### src/rtl/div16x8_seq_pkg.sv
// Shared definitions for the sequential 16/8 restoring divider: widths, state codes and
// the quotient reported on divide-by-zero.
package div16x8_seq_pkg;

    localparam int unsigned DEF_N   = 16;
    localparam int unsigned DEF_D   = 8;
    localparam int unsigned STATE_W = 3;

    localparam logic [15:0] DZ_QUOTIENT = 16'hFFFF;

    // Codes are visible on state_out and decoded by the seven-segment controller.
    typedef enum logic [STATE_W-1:0] {
        IDLE  = 3'd0,
        CALC  = 3'd1,
        DONE  = 3'd2,
        DZERO = 3'd3
    } state_e;

endpackage

### src/rtl/div16x8_seq_control.sv
// Divider sequencer: start/done handshake, iteration counter and status flags.
module div16x8_seq_control
    import div16x8_seq_pkg::*;
#(
    parameter int unsigned N = DEF_N
) (
    input  logic               clk,
    input  logic               reset_a,
    input  logic               start_i,
    input  logic               divisor_zero_i,
    output logic               load_o,
    output logic               dz_load_o,
    output logic               calc_o,
    output logic               last_o,
    output logic               done_flag_o,
    output logic               dz_flag_o,
    output logic [STATE_W-1:0] state_out_o
);

    localparam int unsigned CntW = $clog2(N);

    state_e            state_q, state_d;
    logic [CntW-1:0]   cnt_q, cnt_d;

    always_ff @(posedge clk) begin
        if (reset_a) begin
            state_q <= IDLE;
            cnt_q   <= '0;
        end else begin
            state_q <= state_d;
            cnt_q   <= cnt_d;
        end
    end

    always_comb begin
        state_d   = state_q;
        cnt_d     = cnt_q;
        load_o    = 1'b0;
        dz_load_o = 1'b0;
        last_o    = 1'b0;
        case (state_q)
            IDLE, DONE, DZERO: begin
                if (start_i) begin
                    if (divisor_zero_i) begin
                        state_d   = DZERO;
                        dz_load_o = 1'b1;
                    end else begin
                        state_d = CALC;
                        load_o  = 1'b1;
                        cnt_d   = '0;
                    end
                end
            end
            CALC: begin
                cnt_d = cnt_q + CntW'(1);
                if (cnt_q == CntW'(N - 1)) begin
                    state_d = DONE;
                    last_o  = 1'b1;
                end
            end
            default: state_d = IDLE;
        endcase
    end

    assign calc_o      = (state_q == CALC);
    assign done_flag_o = (state_q == DONE) || (state_q == DZERO);
    assign dz_flag_o   = (state_q == DZERO);
    assign state_out_o = state_q;

endmodule

### src/rtl/div16x8_seq.sv
// Sequential restoring divider, one quotient bit per clock. Datapath lives here; the
// sequencing lives in div16x8_seq_control.
module div16x8_seq
    import div16x8_seq_pkg::*;
#(
    parameter int unsigned N = DEF_N,
    parameter int unsigned D = DEF_D
) (
    input  logic               clk,
    input  logic               reset_a,
    input  logic               start,
    input  logic [N-1:0]       dividend,
    input  logic [D-1:0]       divisor,
    output logic [N-1:0]       quotient_out,
    output logic [D-1:0]       remainder_out,
    output logic               done_flag,
    output logic               dz_flag,
    output logic [STATE_W-1:0] state_out
);

    logic load, dz_load, calc, last;

    logic [D-1:0] r_q, r_d;
    logic [N-1:0] q_q, q_d;
    logic [D-1:0] divisor_q, divisor_d;
    logic [N-1:0] quotient_q, quotient_d;
    logic [D-1:0] remainder_q, remainder_d;

    logic [D:0]   t;
    logic         ge;
    logic [D-1:0] diff;
    logic [D-1:0] r_step;
    logic [N-1:0] q_step;

    div16x8_seq_control #(
        .N(N)
    ) u_control (
        .clk           (clk),
        .reset_a       (reset_a),
        .start_i       (start),
        .divisor_zero_i(divisor == '0),
        .load_o        (load),
        .dz_load_o     (dz_load),
        .calc_o        (calc),
        .last_o        (last),
        .done_flag_o   (done_flag),
        .dz_flag_o     (dz_flag),
        .state_out_o   (state_out)
    );

    // T carries one extra bit so divisors above 2^(D-1) compare correctly; when T >= divisor
    // the difference always fits in D bits, so the subtract can be done at D bits.
    always_comb begin
        t      = {r_q, q_q[N-1]};
        ge     = (t >= {1'b0, divisor_q});
        diff   = t[D-1:0] - divisor_q;
        r_step = ge ? diff : t[D-1:0];
        q_step = {q_q[N-2:0], ge};
    end

    always_comb begin
        r_d         = r_q;
        q_d         = q_q;
        divisor_d   = divisor_q;
        quotient_d  = quotient_q;
        remainder_d = remainder_q;
        if (load) begin
            divisor_d = divisor;
            r_d       = '0;
            q_d       = dividend;
        end else if (calc) begin
            r_d = r_step;
            q_d = q_step;
        end
        if (last) begin
            quotient_d  = q_step;
            remainder_d = r_step;
        end
        if (dz_load) begin
            quotient_d  = N'(DZ_QUOTIENT);
            remainder_d = '0;
        end
    end

    always_ff @(posedge clk) begin
        if (reset_a) begin
            r_q         <= '0;
            q_q         <= '0;
            divisor_q   <= '0;
            quotient_q  <= '0;
            remainder_q <= '0;
        end else begin
            r_q         <= r_d;
            q_q         <= q_d;
            divisor_q   <= divisor_d;
            quotient_q  <= quotient_d;
            remainder_q <= remainder_d;
        end
    end

    assign quotient_out  = quotient_q;
    assign remainder_out = remainder_q;

endmodule

### config.mk
export PLATFORM = sky130hd
export DESIGN_NAME = div16x8_seq
export DESIGN_NICKNAME = d
export VERILOG_FILES = /design/src/rtl/div16x8_seq_pkg.sv /design/src/rtl/div16x8_seq_control.sv /design/src/rtl/div16x8_seq.sv
export SDC_FILE = /design/constraint.sdc
export NUM_CORES = 1
export LEC_CHECK = 0
export BUFFER_PORTS_ARGS = -buffer_cell sky130_fd_sc_hd__buf_2
export CORE_MARGIN = 3
export CORE_UTILIZATION = 55
export DETAILED_ROUTE_END_ITERATION = 8
export PLACE_DENSITY = 0.82
export SETUP_SLACK_MARGIN = 0.4
export SLEW_MARGIN = 20
export SYNTH_ARGS = -nofsm -noshare
export SYNTH_HDL_FRONTEND = slang
export SYNTH_HIERARCHICAL = 1
export SYNTH_SLANG_ARGS = --single-unit
### constraint.sdc
create_clock -name clk -period 2.7 [get_ports clk]
set_input_delay 0.54 -clock clk [delete_from_list [all_inputs] [get_ports clk]]
set_output_delay 0.54 -clock clk [all_outputs]
set_load 0.01 [all_outputs]
==> out/metrics.yaml, run 1 <==
cts_inserted_buffers: 9
finalCritPeriodShare: 0.7777
clockBufferDepth: 2
outcome: "finished clean"
root_buffer: "clkbuf_8"
fin_cells: 461
ant_nets: 0
power_per_cell_area_nw_per_um2: 620.6
max_freq_mhz: 476.2
ir_worst_vdd_uv: 293.5
vias: 2556
globalRouteTotalUtil: 0.2191
cts_sinks: 62
cp-end-kind: "register"
synth_largest_area_cell: "dfxtp_1"
synth-edff-count: 0
yosys.area.top_type_share: 0.4158
cp-start-kind: "register"
whs_path_depth: 2
portBuffers: 54
synth_ff_type: "dfxtp_1"
firstDrtPassIters: 4
routed_wl_um: 6617
route.detailed.drc: 0
h-tree-depth: 3
finalHoldViolCount: 0
start_util: 0.5772
crit_type: "register to register"
path_clk_slew_ps: 60
antennaDiodeCount: 0
finalSetupTns_ps: 0
critPathRequiredTime_ps: 2880
fin_nets: 425
final_cell_mix: "62 x dfxtp_1, 54 x buf_2, 49 x nor2_1, 45 x a21oi_1, 40 x mux2i_1"
antenna_found_initial: 0
crit_fanout: 15
fin_worst_skew_ps: 5.558
viasPerCell: 5.544
final_common_cell: "dfxtp_1"
timing.rr.start: "u_control/state_out_o[0]$_SDFFE_PP0P_"
p_leak_nw: 1.439
drive_gt1_frac: 0.2199
ys_seq_area_frac: 0.4158
fin_ws_ps: 600.2
fp.dieH_um: 79.68
drv_slew: 0
rrSetupSlack_ps: 600
netlist_instances: 340
num_rows: 26
hold_ws_ps: 449.5
io-pin-count: 56
coreArea_um2: 5172
overflow: 0
cts_tree: "built"
place_ws_ps: 293.6
grt_pass1_wl_um: 10960
globalplace.congestion: 0.8758
worstHoldStart: "remainder_out[7]$_SDFFE_PP0P_"
dr.first_iter.drc_count: 180
hp-class: "register to register"
syn_to_final_growth_pct: 14.88
synthArstFlopShare: 0
yosysUniqueCellTypes: 53
ys_seq_elements: 62
arrival_ps: 2280
grt_pass1_vias: 2386
die_area_um2: 6348
drv_cap: 0
synth_area_um2: 2985
setup_viol: 0
min_period_ps: 2100
yosys-top-cells-area: "dfxtp_1 42%, mux2i_1 13%, a21oi_1 7.5%"
synthesis.nets: 377
clock_latency_ps: 320
max_slew_margin: 0.6411
reg2reg_depth: 7
wl_per_cell_um: 14.35
hpwl_um: 4738
dpl.cell_count: 447
grt_max_degree: 40
syn_area_per_cell_um2: 8.780
hold_path_end: "remainder_out[7]$_SDFFE_PP0P_"
regToRegEndpoint: "quotient_out[9]$_SDFFE_PP0P_"
ys_warn_count: 6
die_w_um: 79.68
worst_pin_slew_ps: 534.2
rsz0062_at_grt: "false"
-- critical path, stage by stage, from the launching register on --
cell and delay [ps]:
dfxtp_1 430, nand2b_4 100, inv_2 280, nand4_1 160, inv_1 290, buf_4 350, mux2i_1 250, a21oi_1 90
-- synthesized netlist by cell type (2+ instances only) --
cell	number
a211oi_1	4
a21oi_1	45
a311oi_1	2
a31oi_1	2
and3_1	2
buf_1	5
buf_2	3
buf_6	2
clkbuf_1	10
dfxtp_1	62
ha_1	9
inv_1	12
inv_2	2
mux2i_1	40
nand2_1	14
nand2b_1	4
nand3_1	11
nand3b_1	2
nand4_1	2
nor2_1	50
nor2b_1	3
nor3_1	3
o21a_1	2
o21ai_0	15
o22ai_1	2
or3_1	2
or4_1	2
xor2_1	3
-- final cells by class --
| cell class | count | area [um^2] |
|---|---|---|
| clock buffers | 12 | 145.1 |
| clock inverters | 2 | 10.01 |
| fillers | 417 | 1743 |
| inverters | 14 | 52.55 |
| multi-input cells | 243 | 1593 |
| flip-flops and latches | 62 | 1241 |
| well taps | 70 | 87.58 |
| repair buffers | 58 | 300.3 |
-- stage by stage --
| step | power [W] | utilization | instance area [um^2] |
|---|---|---|---|
| after CTS | 0.002136 | 0.6630 | 3430 |
| after detailed placement | 0.001466 | 0.6330 | 3274 |
| after global placement | 0.001452 | 0.6330 | 3274 |
| after global routing | 0.002232 | 0.6630 | 3430 |
| final | 0.002129 | 0.6630 | 3430 |
| after floorplan | 0.001374 | - | 2985 |
-- timing repair --
item                       CTS  global route
setup endpoints to repair    0             2
gates resized for setup      0             1
hold buffers                 0             0
buffers inserted             0             0
-- report_power, final --
part	internal (W)	total (W)	switching [W]
logic	0.000191	0.000474	0.000283
registers	0.000952	0.000985	0.0000326
clock network	0.000345	0.000669	0.000324
total	0.00149	0.00213	0.000639
-- how the worst max path moves through the flow --
stage / start / endpoint / slack (ps)
after floorplan: divisor[3] / r_q[7]$_SDFFE_PP0P_ / 550
after global placement: divisor[3] / r_q[5]$_SDFFE_PP0P_ / 400
after detailed placement: divisor[3] / r_q[3]$_SDFFE_PP0P_ / 290
after CTS: q_q[15]$_SDFFE_PP0P_ / r_q[6]$_SDFFE_PP0P_ / 460
after global routing: u_control/state_out_o[0]$_SDFFE_PP0P_ / quotient_out[9]$_SDFFE_PP0P_ / 410
final: u_control/state_out_o[0]$_SDFFE_PP0P_ / quotient_out[9]$_SDFFE_PP0P_ / 600
-- layer usage --
layer | GRT usage | wire length [um]
met1 | 0.2949 | 3029
met2 | 0.3356 | 3048
met3 | 0.04853 | 438
met4 | 0.09622 | 100
met5 | 0 | 0
-- registers in the layout, indices dropped and copies added (netlist names) --
register               flops
q_q                       16
quotient_out              16
divisor_q                  8
r_q                        8
remainder_out              8
u_control/cnt_q            4
u_control/state_out_o      2
-- kinds of logic after synthesis --
kind of cell / count (synthesis) / synth area share
AOI/OAI and AO/OA: 85 / 0.1777
xor gates and xnor gates: 3 / 0.008803
adders and majority gates: 10 / 0.04443
buffers and inverters: 35 / 0.05155
DFF: 62 / 0.4158
muxes: 40 / 0.1341
other: 1 / 0.001256
and+or+nand+nor: 104 / 0.1664
No activity file was read; power rests on OpenSTA's default activity.
==> run 2, diff against run 1 <==
- clock period: 2.7 -> 2.05 ns (I/O delays scaled with it)
==> out/metrics.yaml, run 2 (synthesis gave the netlist of run 1 again) <==
ir_worst_vdd_uv: 657.0  # +120%
viasPerCell: 6.413  # +16%
reg2reg_depth: 9  # +2
antennaDiodeCount: 0  # unchanged
min_period_ps: 2173  # +73.46 ps
globalplace.congestion: 0.8708  # -0.57%
syn_to_final_growth_pct: 55.28
drv_slew: 0  # unchanged
clockBufferDepth: 2  # unchanged
final_cell_mix: "51 x buf_2, 47 x dfxtp_1, 34 x mux2i_1, 31 x buf_4, 30 x nor2_1"
final_common_cell: "buf_2"
fin_worst_skew_ps: 11.16  # +5.603 ps
outcome: "finished with violations"
grt.busiest_layer: "met2"
path_cells: "inv_2 -> ha_4 -> a21oi_4 -> o21ai_2 -> a31oi_4 -> buf_4 -> a21bo_2 -> nand3_1 -> a21oi_1"
hp-class: "input pin to register"
root_buffer: "clkbuf_8"
grt_max_degree: 22  # -45%
clock_latency_ps: 340  # +20 ps
die_w_um: 79.68  # unchanged
wl_per_cell_um: 22.78  # +59%
p_leak_nw: 1.822  # +27%
grt_pass1_vias: 2831  # +19%
critical-path-slowest-cell: "a31oi_4"
start_util: 0.5772  # unchanged
cp-end-kind: "register"
crit_fanout: 8  # -7
die_area_um2: 6348  # unchanged
antenna_found_initial: 0  # unchanged
h-tree-depth: 3  # unchanged
crit_cells: 9  # +2
max_freq_mhz: 460.1  # -3.4%
dr.first_iter.drc_count: 308  # +71%
setup_viol: 9  # +9
overflow: 0  # unchanged
finalCritPeriodShare: 1.060  # +0.2824
ant_nets: 0  # unchanged
crit_buf_inv: 2  # -1
coreArea_um2: 5172  # unchanged
final_util: 0.8962  # +0.2332
drv_cap: 0  # unchanged
rsz0062_at_grt: "true"
finalHoldViolCount: 0  # unchanged
cts_tree: "built"
place_ws_ps: -46.69  # -340.3 ps
arrival_ps: 2430  # +150 ps
vias: 3258  # +27%
portBuffers: 54  # unchanged
fp.dieH_um: 79.68  # unchanged
num_rows: 26  # unchanged
cp-start-kind: "register"
ctsHoldBuffers: 0  # unchanged
route.detailed.drc: 0  # unchanged
crit_type: "register to register"
path_clk_slew_ps: 70  # about the same
globalRouteTotalUtil: 0.2802  # +0.06107
routed_wl_um: 11570  # +75%
grtUsageMet3: 0.04966  # +0.001129
met2_usage: 0.4424  # +0.1068
whs_path_depth: 3  # +1
power_per_cell_area_nw_per_um2: 793.7  # +28%
drive_gt1_frac: 0.5479  # +0.3280
firstDrtPassIters: 6  # +2
critPathRequiredTime_ps: 2300  # -580 ps
io-pin-count: 56  # unchanged
violations: "negative setup slack"
finalSetupTns_ps: -440.8  # -440.8 ps
fin_ws_ps: -123.2  # -723.5 ps
hpwl_um: 5034  # +6.3%
grt_pass1_wl_um: 13830  # +26%
cts_inserted_buffers: 9  # unchanged
cpPeakStageDelay_ps: 400  # -30 ps
fin_nets: 470  # +11%
crit_family: "compound AO/OA/AOI/OAI gates"
met1_usage: 0.3709  # +0.07604
cts_sinks: 62  # unchanged
[run 2: cell types whose count changed in the layout (fill, tap and decap cells not counted), moves of 15 or more]
cell and change:
buf_4 +27, a21oi_2 +18, a21oi_1 -30, dfxtp_2 +15, nor2_1 -19, dfxtp_1 -15
[run 2: through the flow]
step                      instance area (um^2)  cells  power, W  hold slack [ps]
after floorplan                           3196    340  0.001875            458.6
after global placement                    3600    462  0.002015            428.3
after detailed placement                  3600    462  0.002037            443.4
after CTS                                 4113    491  0.003270            298.6
after global routing                      4636    508  0.003783            311.3
final                                     4636    508  0.003679            300.2
[run 2: worst reg2reg max path, stage by stage, from the launching register on]
cell	delay, ps
dfxtp_2	350
inv_2	50
ha_4	260
a21oi_4	180
o21ai_2	120
a31oi_4	400
buf_4	210
a21bo_2	140
nand3_1	140
a21oi_1	240
[run 2: layout make-up]
type                            count  area [um^2]
Sequential cell                    62         1260
Tap cell                           70        87.58
Clock buffer                       11        141.4
Fill cell                         194        536.8
Clock inverter                      5        58.81
Inverter                           14        57.56
Multi-Input combinational cell    243         2188
Timing Repair Buffer              103        842.1
[run 2: worst paths after layout]
check / startpoint / end / slack, ps
worst max-delay path: divisor_q[6]$_SDFFE_PP0P_ / r_q[0]$_SDFFE_PP0P_ / -120
worst min-delay path: dividend[5] / q_q[5]$_SDFFE_PP0P_ / 300
worst max register to register: divisor_q[6]$_SDFFE_PP0P_ / r_q[0]$_SDFFE_PP0P_ / -120
worst min register to register: remainder_out[7]$_SDFFE_PP0P_ / remainder_out[7]$_SDFFE_PP0P_ / 470
[run 2: layer usage]
layer | up-vias | wire, um
met5 | - | 0
met4 | 0 | 538
met3 | 63 | 1102
met2 | 244 | 5434
met1 | 1567 | 4498
li1 | 1384 | -
[run 2: where the power goes]
part / switching [W] / internal [W] / leakage (nW)
clock: 0.000504 / 0.000595 / 0.0955
sequential: 0.0000599 / 0.00126 / 0.511
combinational: 0.000686 / 0.000578 / 1.22
total: 0.00125 / 0.00243 / 1.82
[run 2: what timing repair did]
item,in CTS,in global routing
endpoints found under the setup margin,54,46
pin swaps,15,32
resized for setup,50,77
setup buffers,11,13
cloned,2,4
